File: src/rtl/probe_release_responder.sv
// Probe endpoint: queues incoming probes, performs one metadata lookup per probe
// with the local client, then returns a release packet to the probe's originator.
module probe_release_responder #(
   parameter logic [1:0]  MY_ID       = 2'h0,
   parameter int unsigned QUEUE_DEPTH = 2
) (
   input  logic        clk,
   input  logic        reset,
   output logic        io_in_ready,
   input  logic        io_in_valid,
   input  logic [1:0]  io_in_bits_header_src,
   input  logic [1:0]  io_in_bits_header_dst,
   input  logic [25:0] io_in_bits_payload_addr_block,
   input  logic [1:0]  io_in_bits_payload_p_type,
   output logic        io_client_req_valid,
   input  logic        io_client_req_ready,
   output logic [25:0] io_client_req_addr_block,
   output logic [1:0]  io_client_req_p_type,
   input  logic        io_client_resp_valid,
   input  logic        io_client_resp_dirty,
   input  logic        io_out_ready,
   output logic        io_out_valid,
   output logic [1:0]  io_out_bits_header_src,
   output logic [1:0]  io_out_bits_header_dst,
   output logic [25:0] io_out_bits_payload_addr_block,
   output logic [2:0]  io_out_bits_payload_r_type,
   output logic        io_err
);

   localparam int unsigned PW = (QUEUE_DEPTH > 1) ? $clog2(QUEUE_DEPTH) : 1;
   localparam int unsigned CW = $clog2(QUEUE_DEPTH + 1);
   localparam logic [CW-1:0] DEPTH_C = CW'(QUEUE_DEPTH);

   typedef enum logic [1:0] {
      S_IDLE = 2'd0,
      S_REQ  = 2'd1,
      S_WAIT = 2'd2,
      S_SEND = 2'd3
   } state_t;

   // Reserved probe type 3 is answered as a copy.
   function automatic logic [2:0] release_type(input logic [1:0] p_type, input logic dirty);
      logic [2:0] kind;
      case (p_type)
         2'd0:    kind = 3'd0;
         2'd1:    kind = 3'd1;
         default: kind = 3'd2;
      endcase
      return dirty ? kind : kind + 3'd3;
   endfunction

   logic [31:0]   mem_q [QUEUE_DEPTH];
   logic [PW-1:0] wr_ptr_q, wr_ptr_d;
   logic [PW-1:0] rd_ptr_q, rd_ptr_d;
   logic [CW-1:0] count_q, count_d;
   state_t        state_q, state_d;
   logic [25:0]   addr_q, addr_d;
   logic [1:0]    ptype_q, ptype_d;
   logic [1:0]    dst_q, dst_d;
   logic [2:0]    rtype_q, rtype_d;
   logic          err_q, err_d;

   logic          push_s, pop_s, full_s, empty_s;
   logic [31:0]   head_s;
   logic [1:0]    head_src_s, head_dst_s, head_ptype_s;
   logic [25:0]   head_addr_s;

   assign full_s       = (count_q == DEPTH_C);
   assign empty_s      = (count_q == {CW{1'b0}});
   assign push_s       = io_in_valid & ~full_s;
   assign head_s       = mem_q[rd_ptr_q];
   assign head_src_s   = head_s[31:30];
   assign head_dst_s   = head_s[29:28];
   assign head_addr_s  = head_s[27:2];
   assign head_ptype_s = head_s[1:0];

   // Service sequencer: pop/check the head, request lookup, await result, emit release.
   always_comb begin
      state_d = state_q;
      addr_d  = addr_q;
      ptype_d = ptype_q;
      dst_d   = dst_q;
      rtype_d = rtype_q;
      err_d   = err_q;
      pop_s   = 1'b0;
      case (state_q)
         S_IDLE: begin
            if (!empty_s) begin
               pop_s = 1'b1;
               if (head_dst_s == MY_ID) begin
                  addr_d  = head_addr_s;
                  ptype_d = head_ptype_s;
                  dst_d   = head_src_s;
                  state_d = S_REQ;
                  if (head_ptype_s == 2'd3) begin
                     err_d = 1'b1;
                  end else begin
                     err_d = err_q;
                  end
               end else begin
                  err_d   = 1'b1;
                  state_d = S_IDLE;
               end
            end else begin
               state_d = S_IDLE;
            end
         end
         S_REQ: begin
            if (io_client_req_ready) begin
               state_d = S_WAIT;
            end else begin
               state_d = S_REQ;
            end
         end
         S_WAIT: begin
            if (io_client_resp_valid) begin
               rtype_d = release_type(ptype_q, io_client_resp_dirty);
               state_d = S_SEND;
            end else begin
               state_d = S_WAIT;
            end
         end
         S_SEND: begin
            if (io_out_ready) begin
               state_d = S_IDLE;
            end else begin
               state_d = S_SEND;
            end
         end
         default: state_d = S_IDLE;
      endcase
   end

   // FIFO pointer and occupancy bookkeeping.
   always_comb begin
      wr_ptr_d = push_s ? wr_ptr_q + PW'(1'b1) : wr_ptr_q;
      rd_ptr_d = pop_s  ? rd_ptr_q + PW'(1'b1) : rd_ptr_q;
      case ({push_s, pop_s})
         2'b10:   count_d = count_q + CW'(1'b1);
         2'b01:   count_d = count_q - CW'(1'b1);
         default: count_d = count_q;
      endcase
   end

   // Probe storage; contents are don't-care once the pointers are reset.
   always_ff @(posedge clk) begin
      if (push_s) begin
         mem_q[wr_ptr_q] <= {io_in_bits_header_src, io_in_bits_header_dst,
                             io_in_bits_payload_addr_block, io_in_bits_payload_p_type};
      end
   end

   // State and captured-field registers.
   always_ff @(posedge clk) begin
      if (reset) begin
         wr_ptr_q <= {PW{1'b0}};
         rd_ptr_q <= {PW{1'b0}};
         count_q  <= {CW{1'b0}};
         state_q  <= S_IDLE;
         addr_q   <= 26'h0;
         ptype_q  <= 2'h0;
         dst_q    <= 2'h0;
         rtype_q  <= 3'h0;
         err_q    <= 1'b0;
      end else begin
         wr_ptr_q <= wr_ptr_d;
         rd_ptr_q <= rd_ptr_d;
         count_q  <= count_d;
         state_q  <= state_d;
         addr_q   <= addr_d;
         ptype_q  <= ptype_d;
         dst_q    <= dst_d;
         rtype_q  <= rtype_d;
         err_q    <= err_d;
      end
   end

   assign io_in_ready                    = ~full_s;
   assign io_client_req_valid            = (state_q == S_REQ);
   assign io_client_req_addr_block       = addr_q;
   assign io_client_req_p_type           = ptype_q;
   assign io_out_valid                   = (state_q == S_SEND);
   assign io_out_bits_header_src         = MY_ID;
   assign io_out_bits_header_dst         = dst_q;
   assign io_out_bits_payload_addr_block = addr_q;
   assign io_out_bits_payload_r_type     = rtype_q;
   assign io_err                         = err_q;

endmodule

File: config.mk
export PLATFORM = sky130hd
export DESIGN_NAME = probe_release_responder
export DESIGN_NICKNAME = d
export VERILOG_FILES = /design/src/rtl/probe_release_responder.sv
export SDC_FILE = /design/constraint.sdc
export NUM_CORES = 1
export LEC_CHECK = 0
export ABC_AREA = 1
export BUFFER_PORTS_ARGS = -buffer_cell sky130_fd_sc_hd__buf_2
export CAP_MARGIN = 20
export CORE_ASPECT_RATIO = 0.7
export CORE_MARGIN = 2
export CORE_UTILIZATION = 45
export CTS_BUF_LIST = sky130_fd_sc_hd__clkbuf_2 sky130_fd_sc_hd__clkbuf_4 sky130_fd_sc_hd__clkbuf_8
export DETAILED_ROUTE_END_ITERATION = 12
export PLACE_DENSITY_LB_ADDON = 0.08
export SYNTH_ARGS = -nofsm -noshare
export SYNTH_HDL_FRONTEND = slang
export SYNTH_SLANG_ARGS = --single-unit
export TNS_END_PERCENT = 5
File: constraint.sdc
create_clock -name clk -period 2.25 [get_ports clk]
set_input_delay 0.1125 -clock clk [delete_from_list [all_inputs] [get_ports clk]]
set_output_delay 0.1125 -clock clk [all_outputs]
set_load 0.005 [all_outputs]
Yosys cells after proc, flatten, opt, wreduce, memory -nomap -nowiden
Memories as Yosys holds them, arrays and structs flattened. A register that Yosys moved wholly into a read port is not among the register bits. Index checks and enable logic that the tools add are counted.

$add $sub $neg: 5. Equal/unequal tests: 9. Muxes and demuxes: 19. Bitwise operators: 3. Reduce and logical (&&, ||, !) cells: 8.

Operators with widths (number): $eq 2x2->1 const B (5); $mux 1 (10); $mux 3 (3); $logic_not 2->1 (4); $pmux 2 s2 (2); $pmux 2 s4 (1); $eq 2x1->1 const B (3); $mux 2 (3); $reduce_and 3->1 (2); $add 3x2->3 const B (1); $add 1x1->1 const B (2); $add 2x1->2 const B (1); $ne 2x1->1 const B (1); $not 1->1 (2); $reduce_and 2->1 (1); $reduce_bool 2->1 (1); $sub 2x1->2 const B (1); $and 1x1->1 (1).

Bits in registers: 40. Memory bits (writable): 64. Input bits: 39. Word-level logic and storage cells: 54. Memories kept: 1.

Memories: mem_q (depth 2, width 32, read ports 1, clocked after Yosys merged registers in 1, write ports 1, RTL line 52) `logic [31:0] mem_q [QUEUE_DEPTH];`.

Depth between registers and ports, before layout
Word-level depth: 6. Gate-level depth with buffers: 10. Gate-level depth less buffers: 9.

Least setup slack after synthesis
OpenSTA, ideal clock, no wires.

Kind: register -> register. Start point: reg count_q[0]. End point: mem mem_q[1][0], enable pin. Setup time: 423 ps. Data arrival time: 2018 ps. Required time: 1827 ps. Path slack: -190 ps. Cell stages (with the launch flop): 5. Clock period less this slack: 2440 ps. Path through: dfxtp_1 > inv_1 > nand2_1 > nand2_1 > nor2_1.

Word-level cells in the longest chain between the ends: 5.

RTL lines: start, declared (RTL line 55) `logic [CW-1:0] count_q, count_d;`; start signal, assigned (RTL line 158) `count_q <= {CW{1'b0}};`; start signal, assigned (RTL line 168) `count_q <= count_d;`; $eq 2x2->1 (RTL line 68) `assign full_s = (count_q == DEPTH_C);`; $not 1->1; via io_in_ready (RTL line 9) `output logic io_in_ready,`; $and 1x1->1 (RTL line 70) `assign push_s = io_in_valid & ~full_s;`; $mux 1 (RTL line 147) `if (push_s) begin`; $mux 1 (not written as such) (RTL line 148) `mem_q[wr_ptr_q] <= {io_in_bits_header_src, io_in_bits_header_dst,`; end, declared (RTL line 52).

The timed path passes the listed nets, and every way through them passes these cells.

Final worst setup path
Start point: reg count_q[0]. End point: mem mem_q[1][10], enable pin.

Word-level cells in the longest chain between the ends: 5.

RTL lines (RTL line): $eq 2x2->1 (68); $not 1->1 (70); $and 1x1->1 (70); $mux 1 (147); $mux 1 (not written as such) (148).

No other way between the ends.

==> impl_results.md <==
- DP Cell Count: 590
- Min Hold Slack: 0.0174 ns
- # diodes: 0
- Cell row count: 29
- Top delay family on crit path: simple AND/OR/NAND/NOR gates
- Share of the synthesized area in the top cell type: 45.2%
- Leakage power: 2.24 nW
- Max frequency: 0.598 GHz
- Worst path bufs/invs: 2
- DP Worst Slack: 0.584 ns
- Primary FF master, synth: edfxtp_1
- WL per Instance: 13.4 um
- Share of layout cells above drive strength 1: 25.9%
- Status: complete, no violations
- Worst Setup End Kind: flip-flop
- First-pass GRT wire length: 13900 um
- Top Ports: 104
- Largest net degree at the start of global routing: 35
- Synth top area cells: edfxtp_1, dfxtp_1, nand2_1
- Sequential area share after synthesis: 64.5%
- Critical path origin: count_q[0]
- Synth-to-Final Area Change: 23.9%
- Post-Syn Area: 4250 um^2
- Post-CTS Setup Inserts: 0
- WP depth: 5
- Critical Path RT: 2.32 ns
- Post-DRT Antenna Nets: 0
- Die H: 85.3 um
- Post-Layout Inst Area: 5260 um^2
- Core Area: 9110 um^2
- CP Max Fanout: 21
- Mapped Cells: 403
- Post-synth EDFFs: 64
- Clk pwr share: 23.1%
- Vias in the first global route: 2749
- RR Endpoint: mem_q[1][10]
- GPL Wtd Cong: 0.700
- Setup violators final: 0
- Remaining global-route overflow: 0
- Comb power frac: 29.9%
- Fin nets: 549
- CTS resizes: 0
- Layout Cells excl Fill: 638
- Unrepaired setup endpoints after global routing: false
- Initial Util: 46.7%
- Placed instance area: 4720 um^2
- CTS Buffer Depth: 2
- Final Max Slew Viols: 0
- Switching share of power: 32.2%
- Pre-antenna DRT Iters: 4
- Fin crit share: 74.3%
- Antenna violations before repair: 0
- Clk_lat worst skew: 0.37 ns
- Synth warnings: 0
- Count leader, synth: nand2_1
- H-tree depth: 3
- Yosys cell types: 24
- Area leader, netlist: edfxtp_1
- Buffers on Ports: 101
- Max Cap Viol: 0
- WL final: 8580 um
- Flops & latches, synth: 105
- Commonest cells in the synthesized netlist: nand2_1, edfxtp_1, dfxtp_1, a21oi_1, nor2_1
- Cells along the critical path: inv_1, nand2_1, nand2_1, nor2_4, buf_12
- Syn_area_per_cell: 10.5 um^2
- Routed vias: 2997
- Die W: 120 um
- NetSw: 1.77 mW
- Worst reg-to-reg path cell count: 5
- Most frequent CP cell: nand2_1
- Register share of total power: 47.0%
- Total GRT Usage: 17.6%
- DR DRC count: 0
- Final WS setup: 0.579 ns
- Starting DRT DRC Count: 156
- Min-delay worst type: input port to flip-flop
- Clk sink count: 105
- Peak VDD IR: 0.000495 V
- Pint: 3.73 mW
- Crit path DAT: 1.74 ns
- Tmin final: 1.67 ns
- Clock Skews: 0.00995 ns
- P per Cell Area: 1040 nW/um^2
- DP HPWL: 5550 um
- Crit Path Class: flip-flop to flip-flop
- Hold Vio Cnt, Final: 0
- Slowest CP cell: dfxtp_1
- Clock-pin slew on the worst setup and hold paths: 0.09 ns
- Critical Path Source Type: flip-flop
- CTS tree: yes
- Setup crit end: mem_q[1][10]
- Avg Vias per Cell: 4.70
- Ys async rst share: 0%
- Slowest cell delay on critical path: 0.43 ns
- Flop-to-flop setup slack: 0.58 ns
- CTS Buf Count: 9
- Worst r2r src: count_q[0]
- Die area: 10200 um^2
- Root buffer cell: clkbuf_8
-- what timing repair did --
item / CTS / global route
setup endpoints to repair: 0 / 0
hold buffers: 32 / 0
hold endpoints to repair: 64 / 0
-- layer usage --
metal | vias up | wire (um) | global-route usage, %
li1 | 1539 | - | -
met1 | 1368 | 4190 | 24.4
met2 | 80 | 3770 | 27.0
met3 | 10 | 518 | 5.31
met4 | 0 | 95 | 4.81
met5 | - | 0 | 0
-- layout by cell type, fill, tap and decap left out, types with 3 or more instances in the layout --
cell type / count
a21boi_0: 11
a21boi_1: 17
a21oi_1: 39
buf_12: 3
buf_2: 101
buf_4: 8
clkbuf_8: 10
dfxtp_1: 41
dlygate4sd3_1: 32
edfxtp_1: 64
inv_1: 14
nand2_1: 80
nand3_1: 32
nor2_1: 36
o21ai_0: 7
-- area by class of cell --
class,instances,area [um^2]
tap,124,155
sequential,105,2740
clock buffer,11,145
fill,766,3840
multi-input combinational,234,1140
inverter,15,56.3
clock inverter,5,78.8
timing repair buffer,144,946
-- state kept, by name, summed over array words and instances (netlist names), named ones only --
signal	flops
io_client_req_addr_block	26
io_out_bits_header_dst	2
wr_ptr_q	1
io_err	1
io_out_bits_payload_r_type	3
count_q	2
mem_q	64
state_q	2
rd_ptr_q	1
io_client_req_p_type	2
-- logic make-up after synthesis --
kind of cell | count (synthesis) | share of synthesized area [%]
buf+inv | 65 | 9.16
flops | 105 | 64.5
fa+ha+maj | 1 | 0.294
other cells | 1 | 0.0883
compound gates | 75 | 10.5
simple gates | 155 | 15.2
xor+xnor | 1 | 0.206
-- worst min path at each step --
stage / start / end / cells past startpoint
after floorplan: io_in_bits_payload_p_type[0] / mem_q[0][0] / 0
after global placement: io_in_bits_payload_addr_block[9] / mem_q[0][11] / 1
after detailed placement: io_in_bits_payload_addr_block[4] / mem_q[1][6] / 1
after CTS: reset / io_err / 2
after global routing: reset / io_client_req_p_type[1] / 2
final: reset / io_err / 2
-- power groups by stage --
stage	registers, mW	logic, mW	clock network [mW]
2_1_floorplan	2.61	1.22	0
3_3_place_gp	2.62	1.61	0
3_5_place_dp	2.63	1.62	0
4_1_cts	2.59	1.66	1.31
5_1_grt	2.63	1.85	1.39
6_report	2.58	1.65	1.27
-- metrics by stage --
stage | TNS (ns) | util [%] | total power, mW
after floorplan | -5.55 | - | 3.84
after global placement | 0 | 51.8 | 4.23
after detailed placement | 0 | 51.8 | 4.25
after CTS | 0 | 57.8 | 5.56
after global routing | 0 | 57.8 | 5.88
final | 0 | 57.8 | 5.50
No activity file was read; power rests on OpenSTA's default activity.
